==> src/rtl/cnn1d_pkg.sv <==
// cnn1d_pkg: shared types for the cnn1d classifier and its verdict sink.
package cnn1d_pkg;

   typedef enum logic [1:0] {VS_ACCUM, VS_DECIDE, VS_PRESENT} verdict_state_t;

endpackage

==> src/rtl/cnn1d_verdict_sink.sv <==
// cnn1d_verdict_sink: windowed majority vote over the cnn1d class stream.
module cnn1d_verdict_sink
   import cnn1d_pkg::*;
#(
   parameter int NUM_CLASSES = 2,
   parameter int CLASS_WIDTH = 1,
   parameter int WINDOW_SIZE = 16,
   parameter int COUNT_WIDTH = 5
) (
   input  logic                   clk,
   input  logic                   rst,
   input  logic                   cond_valid_in,
   input  logic [CLASS_WIDTH-1:0] cond_data_in,
   output logic                   cond_ready_out,
   input  logic                   flush_in,
   output logic                   verdict_valid_out,
   output logic [CLASS_WIDTH-1:0] verdict_class_out,
   output logic [COUNT_WIDTH-1:0] verdict_votes_out,
   output logic [COUNT_WIDTH-1:0] verdict_total_out,
   input  logic                   verdict_ready_in,
   output logic [15:0]            err_count_out
);

   localparam int SW = $clog2(NUM_CLASSES + 1);

   verdict_state_t state;
   logic [COUNT_WIDTH-1:0] tally [NUM_CLASSES];
   logic [COUNT_WIDTH-1:0] total, total_nx, best_votes, cur;
   logic [CLASS_WIDTH-1:0] best_idx;
   logic [SW-1:0]          scan;
   logic [15:0]            err_count;
   logic                   xfer, in_range, good;

   assign cond_ready_out    = state == VS_ACCUM && !rst;
   assign xfer              = cond_valid_in && cond_ready_out;
   assign in_range          = {1'b0, cond_data_in} < (CLASS_WIDTH + 1)'(NUM_CLASSES);
   assign good              = xfer && in_range;
   assign total_nx          = total + COUNT_WIDTH'(good);
   assign verdict_valid_out = state == VS_PRESENT;
   assign verdict_class_out = verdict_valid_out ? best_idx : '0;
   assign verdict_votes_out = verdict_valid_out ? best_votes : '0;
   assign verdict_total_out = verdict_valid_out ? total : '0;
   assign err_count_out     = err_count;

   // tally of the class currently under the argmax scan
   always_comb begin
      cur = '0;
      for (int i = 0; i < NUM_CLASSES; i++)
         if (scan == SW'(i)) cur = tally[i];
   end

   always_ff @(posedge clk) begin
      if (rst) begin
         state      <= VS_ACCUM;
         total      <= '0;
         err_count  <= '0;
         scan       <= '0;
         best_idx   <= '0;
         best_votes <= '0;
         for (int i = 0; i < NUM_CLASSES; i++) tally[i] <= '0;
      end else begin
         case (state)
            VS_ACCUM: begin
               if (good) begin
                  total <= total_nx;
                  for (int i = 0; i < NUM_CLASSES; i++)
                     if (cond_data_in == CLASS_WIDTH'(i)) tally[i] <= tally[i] + 1'b1;
               end
               if (xfer && !in_range && err_count != 16'hFFFF) err_count <= err_count + 16'd1;
               // a same-cycle transfer is counted before flush looks at the total
               if ((good && total_nx == COUNT_WIDTH'(WINDOW_SIZE)) || (flush_in && total_nx != '0)) begin
                  state      <= VS_DECIDE;
                  scan       <= '0;
                  best_idx   <= '0;
                  best_votes <= '0;
               end
            end
            VS_DECIDE: begin
               if (scan == SW'(NUM_CLASSES)) state <= VS_PRESENT;
               else begin
                  if (cur > best_votes) begin
                     best_votes <= cur;
                     best_idx   <= CLASS_WIDTH'(scan);
                  end
                  scan <= scan + 1'b1;
               end
            end
            VS_PRESENT: begin
               if (verdict_ready_in) begin
                  state <= VS_ACCUM;
                  total <= '0;
                  for (int i = 0; i < NUM_CLASSES; i++) tally[i] <= '0;
               end
            end
            default: state <= VS_ACCUM;
         endcase
      end
   end

endmodule
==> config.mk <==
export PLATFORM = sky130hd
export DESIGN_NAME = cnn1d_verdict_sink
export DESIGN_NICKNAME = d
export VERILOG_FILES = /design/src/rtl/cnn1d_pkg.sv /design/src/rtl/cnn1d_verdict_sink.sv
export SDC_FILE = /design/constraint.sdc
export NUM_CORES = 1
export LEC_CHECK = 0
export ABC_AREA = 1
export CORE_ASPECT_RATIO = 2
export CORE_MARGIN = 4
export CORE_UTILIZATION = 40
export CTS_BUF_LIST = sky130_fd_sc_hd__clkbuf_8
export CTS_CLUSTER_DIAMETER = 120
export DETAILED_ROUTE_END_ITERATION = 10
export GPL_TIMING_DRIVEN = 0
export PLACE_DENSITY = 0.66
export SETUP_SLACK_MARGIN = 0.1
export SYNTH_ARGS = -nofsm -noshare
export SYNTH_HDL_FRONTEND = slang
export SYNTH_SLANG_ARGS = --single-unit
==> constraint.sdc <==
create_clock -name clk -period 3.6 [get_ports clk]
set_clock_uncertainty 0.15 [all_clocks]
set_input_delay 0.72 -clock clk [delete_from_list [all_inputs] [get_ports clk]]
set_output_delay 0.72 -clock clk [all_outputs]
set_load 0.1 [all_outputs]
==> summary.md <==
| Metric | Value |
|---|---|
| Critical path peak fanout | `3` |
| CP endpoint kind | `primary output` |
| Routed Wire Length | `3760 µm` |
| HPWL Detailed | `~3000 µm` |
| Die X-Extent | `55.0 µm` |
| Clock latency on the worst-skew pair | `0.28 ns` |
| Die height | `102 µm` |
| GR Util All Layers | `14.8%` |
| Final Max Tran Viols | `0` |
| Max Cap Viol | `0` |
| Number of remaining DRC errors | `0` |
| Routability Congestion | `0.801` |
| Hold-fix buffers at CTS | `0` |
| Layout area overhead | `21.1%` |
| CTS max path bufs | `2` |
| Synth warnings | `0` |
| Initial Util | `roughly two fifths` |
| Die Area | `0.00560 mm²` |
| Unique masters post-synth | `30` |
| Final worst path period share | `roughly 87%` |
| Final core utilization | `between 40% and 50%` |
| Gate Count Post-Synth | `229` |
| CTS Sinks | `25` |
| Iteration-0 DRC Markers | `39` |
| P_leak | `approximately 1.2 nW` |
| Endpoints failing hold | `0` |
| Number of buffers added on ports | `17` |
| # IOs | `35` |
| Switch Pwr | `0.000361 W` |
| Switching share of power | `41.2%` |
| Share of layout cells above drive strength 1 | `18.1%` |
| TritonCTS Buffers | `3` |
| HP Start | `total[4]` |
| Synthesized area per cell | `7.70 µm²` |
| Filler cells | `412` |
| Mapped Area | `0.00176 mm²` |
| Slew of the pin with the lowest slew margin | `0.969 ns` |
| Area of the multi-input gates | `roughly 900 µm²` |
| Post-synthesis sequential area ratio | `between 30 and 40%` |
| # setup viols final | `0` |
| Routed Antenna Nets | `0` |
| Worst-path clk slew | `0.10 ns` |
| Slew HR | `around a third` |
| Data arrival, critical path | `2.26 ns` |
| DR WL/cell | `around 12 µm` |
| Core box area | `around 0.0043 mm²` |
| Peak supply drop | `between 0.3 and 0.4 mV` |
| RSZ-0062 raised after global routing | `no` |
| Power density cells | `410 mW/mm²` |
| Global route overflow | `0` |
| Final nets | `284` |
| CTS root buf | `clkbuf_8` |
| Fmax achieved | `0.320 GHz` |
| Comb pwr share | `39.7%` |
| Antenna violations before repair | `0` |
| Diodes inserted | `0` |
| Int Pwr | `between 0.0005 and 0.0006 W` |
| Vias per Instance | `4.55` |
| CP Launch Point | `state[1]` |
| First-pass GRT wire length | `about 6000 µm` |
| CTS tree | `built` |
| Register area | `601 µm²` |
| FF+latch count, synth | `25` |
| Fin crit period | `3.13 ns` |
| Largest net degree at the start of global routing | `17` |
| Worst EP required | `2.73 ns` |
| Worst min path class | `reg -> reg` |
| Critical R2R Launch | `scan[1]` |
| Cell Rows | `34` |
| Setup Crit Path Kind | `reg -> out` |
| Vias in the first global route | `1338` |
| Clk pwr share | `21.3%` |
| Routed vias | `about 1500` |
| Reg power frac | `39.0%` |
| Pre-antenna DRT Iters | `4` |
| Setup TNS | `0 ns` |
| CTS HTree Levels | `1` |
| Worst setup SP type | `flop` |
| Status | `complete, no violations` |
-- per-stage QoR --
step                      worst slack (ns)  hold slack (ns)  total power, W  area (µm²)  instances
final                                0.475            0.336        0.000876        2140        319
after global routing                 0.394            0.354        0.000934        2140        319
after CTS                            0.134            0.338        0.000881        2110        319
after detailed placement             0.342            0.322        0.000695        2060        315
after global placement               0.363            0.321        0.000689        2060        315
after floorplan                     -0.194            0.301        0.000639        1820        244
-- cell usage in the layout, fill, tap and decap left out, drive strengths merged --
cell type | synthesis | routed
a21oi | 17 | 17
a22oi | 5 | 5
buf | 19 | 19
clkbuf | 2 | 5
clkdlybuf4s50 | 0 | 7
conb | 1 | 16
dfxtp | 15 | 15
dlymetal6s2s | 0 | 10
edfxtp | 10 | 10
ha | 12 | 12
inv | 35 | 36
nand2 | 36 | 36
nand3 | 19 | 19
nand4 | 2 | 2
nor2 | 44 | 44
nor3 | 1 | 1
o21ai | 3 | 3
or2 | 2 | 2
xnor2 | 2 | 2
xor2 | 4 | 4
-- kinds of logic (layout without fill, tap and decap cells) --
kind of cell | count (synthesis) | count (layout) | share of synthesized area, %
AND/OR/NAND/NOR | 104 | 104 | 27.4
buffers and inverters | 56 | 77 | 16.9
AO/OA/AOI/OAI | 25 | 25 | 9.93
flip-flops | 25 | 25 | 34.0
adder cells (fa/ha/maj) | 12 | 12 | 8.51
XOR/XNOR | 6 | 6 | 2.98
other | 1 | 16 | 0.213
-- final cells by class --
class	count	area share, %
Multi-Input combinational cell	163	43.3
Sequential cell	25	28.1
Timing Repair Buffer	17	9.14
Buffer	21	7.56
Inverter	35	6.39
Tap cell	54	3.16
Clock buffer	3	1.93
Clock inverter	1	0.410
-- final timing paths --
path	endpoint	slack, ns	depth (start not counted)
hold reg to reg	total[4]	0.34	2
setup / recovery	verdict_votes_out[4]	0.47	5
setup reg to reg	best_votes[1]	0.93	17
hold / removal	total[4]	0.34	2
-- synth_stat cells --
| library cell | instances | share of area (%) |
|---|---|---|
| nor3_1 | 1 | 0.28 |
| edfxtp_1 | 10 | 17 |
| clkbuf_1 | 2 | 0.43 |
| inv_2 | 2 | 0.43 |
| nand3_2 | 2 | 1.1 |
| nor2_4 | 1 | 0.64 |
| xnor2_1 | 2 | 0.99 |
| inv_6 | 1 | 0.50 |
| nor2_8 | 1 | 1.1 |
| o21ai_2 | 1 | 0.50 |
| xor2_1 | 4 | 2.0 |
| nand3_1 | 16 | 4.5 |
| or2_1 | 1 | 0.35 |
| a21oi_2 | 9 | 4.5 |
| o21ai_0 | 2 | 0.57 |
| nand2_2 | 3 | 1.1 |
| nor2_2 | 2 | 0.71 |
| nand3_4 | 1 | 0.99 |
| inv_1 | 32 | 6.8 |
| nand2_1 | 33 | 7.0 |
| ha_1 | 12 | 8.5 |
| buf_4 | 16 | 6.8 |
| a22oi_1 | 5 | 2.1 |
| buf_6 | 3 | 1.9 |
| nand4_1 | 2 | 0.71 |
| conb_1 | 1 | 0.21 |
| nor2_1 | 40 | 8.5 |
| or2_2 | 1 | 0.35 |
| dfxtp_1 | 15 | 17 |
| a21oi_1 | 8 | 2.3 |
-- per-layer routing --
layer / global-route usage, % / share of wire (%) / wire length [µm] / vias to the layer above
met3: 2.04 / 3.7 / 140 / 10
met5: 0 / 0 / 0 / -
met2: 26.8 / 56 / 2100 / 36
met1: 15.2 / 36 / 1360 / 643
met4: 8.43 / 4.3 / 160 / 0
li1: - / - / - / 763
-- timing repair --
item / CTS / global route
setup endpoints to repair: 0 / 10
resized for setup: 0 / 10
buffers inserted: 0 / 0
-- power groups by stage --
| stage | clock [W] | combinational, W | sequential, W |
|---|---|---|---|
| floorplan | 0 | 0.000295 | 0.000344 |
| global placement | 0 | 0.000342 | 0.000348 |
| detailed placement | 0 | 0.000347 | 0.000348 |
| CTS | 0.000190 | 0.000349 | 0.000342 |
| global route | 0.000201 | 0.000388 | 0.000345 |
| finish | 0.000187 | 0.000347 | 0.000342 |
-- state kept, by name, summed over array words and instances (netlist names) --
register / cells
best_idx: 1
best_votes: 5
total: 5
state: 2
tally: 10
scan: 2
-- worst max-delay path, cell delays in order (launching register included) --
cell	delay (ns)
dfxtp_1	0.39
inv_1	0.10
nor2_2	0.16
inv_1	0.09
nor2_1	0.10
clkdlybuf4s50_1	1.14
No activity file was read; power rests on OpenSTA's default activity.
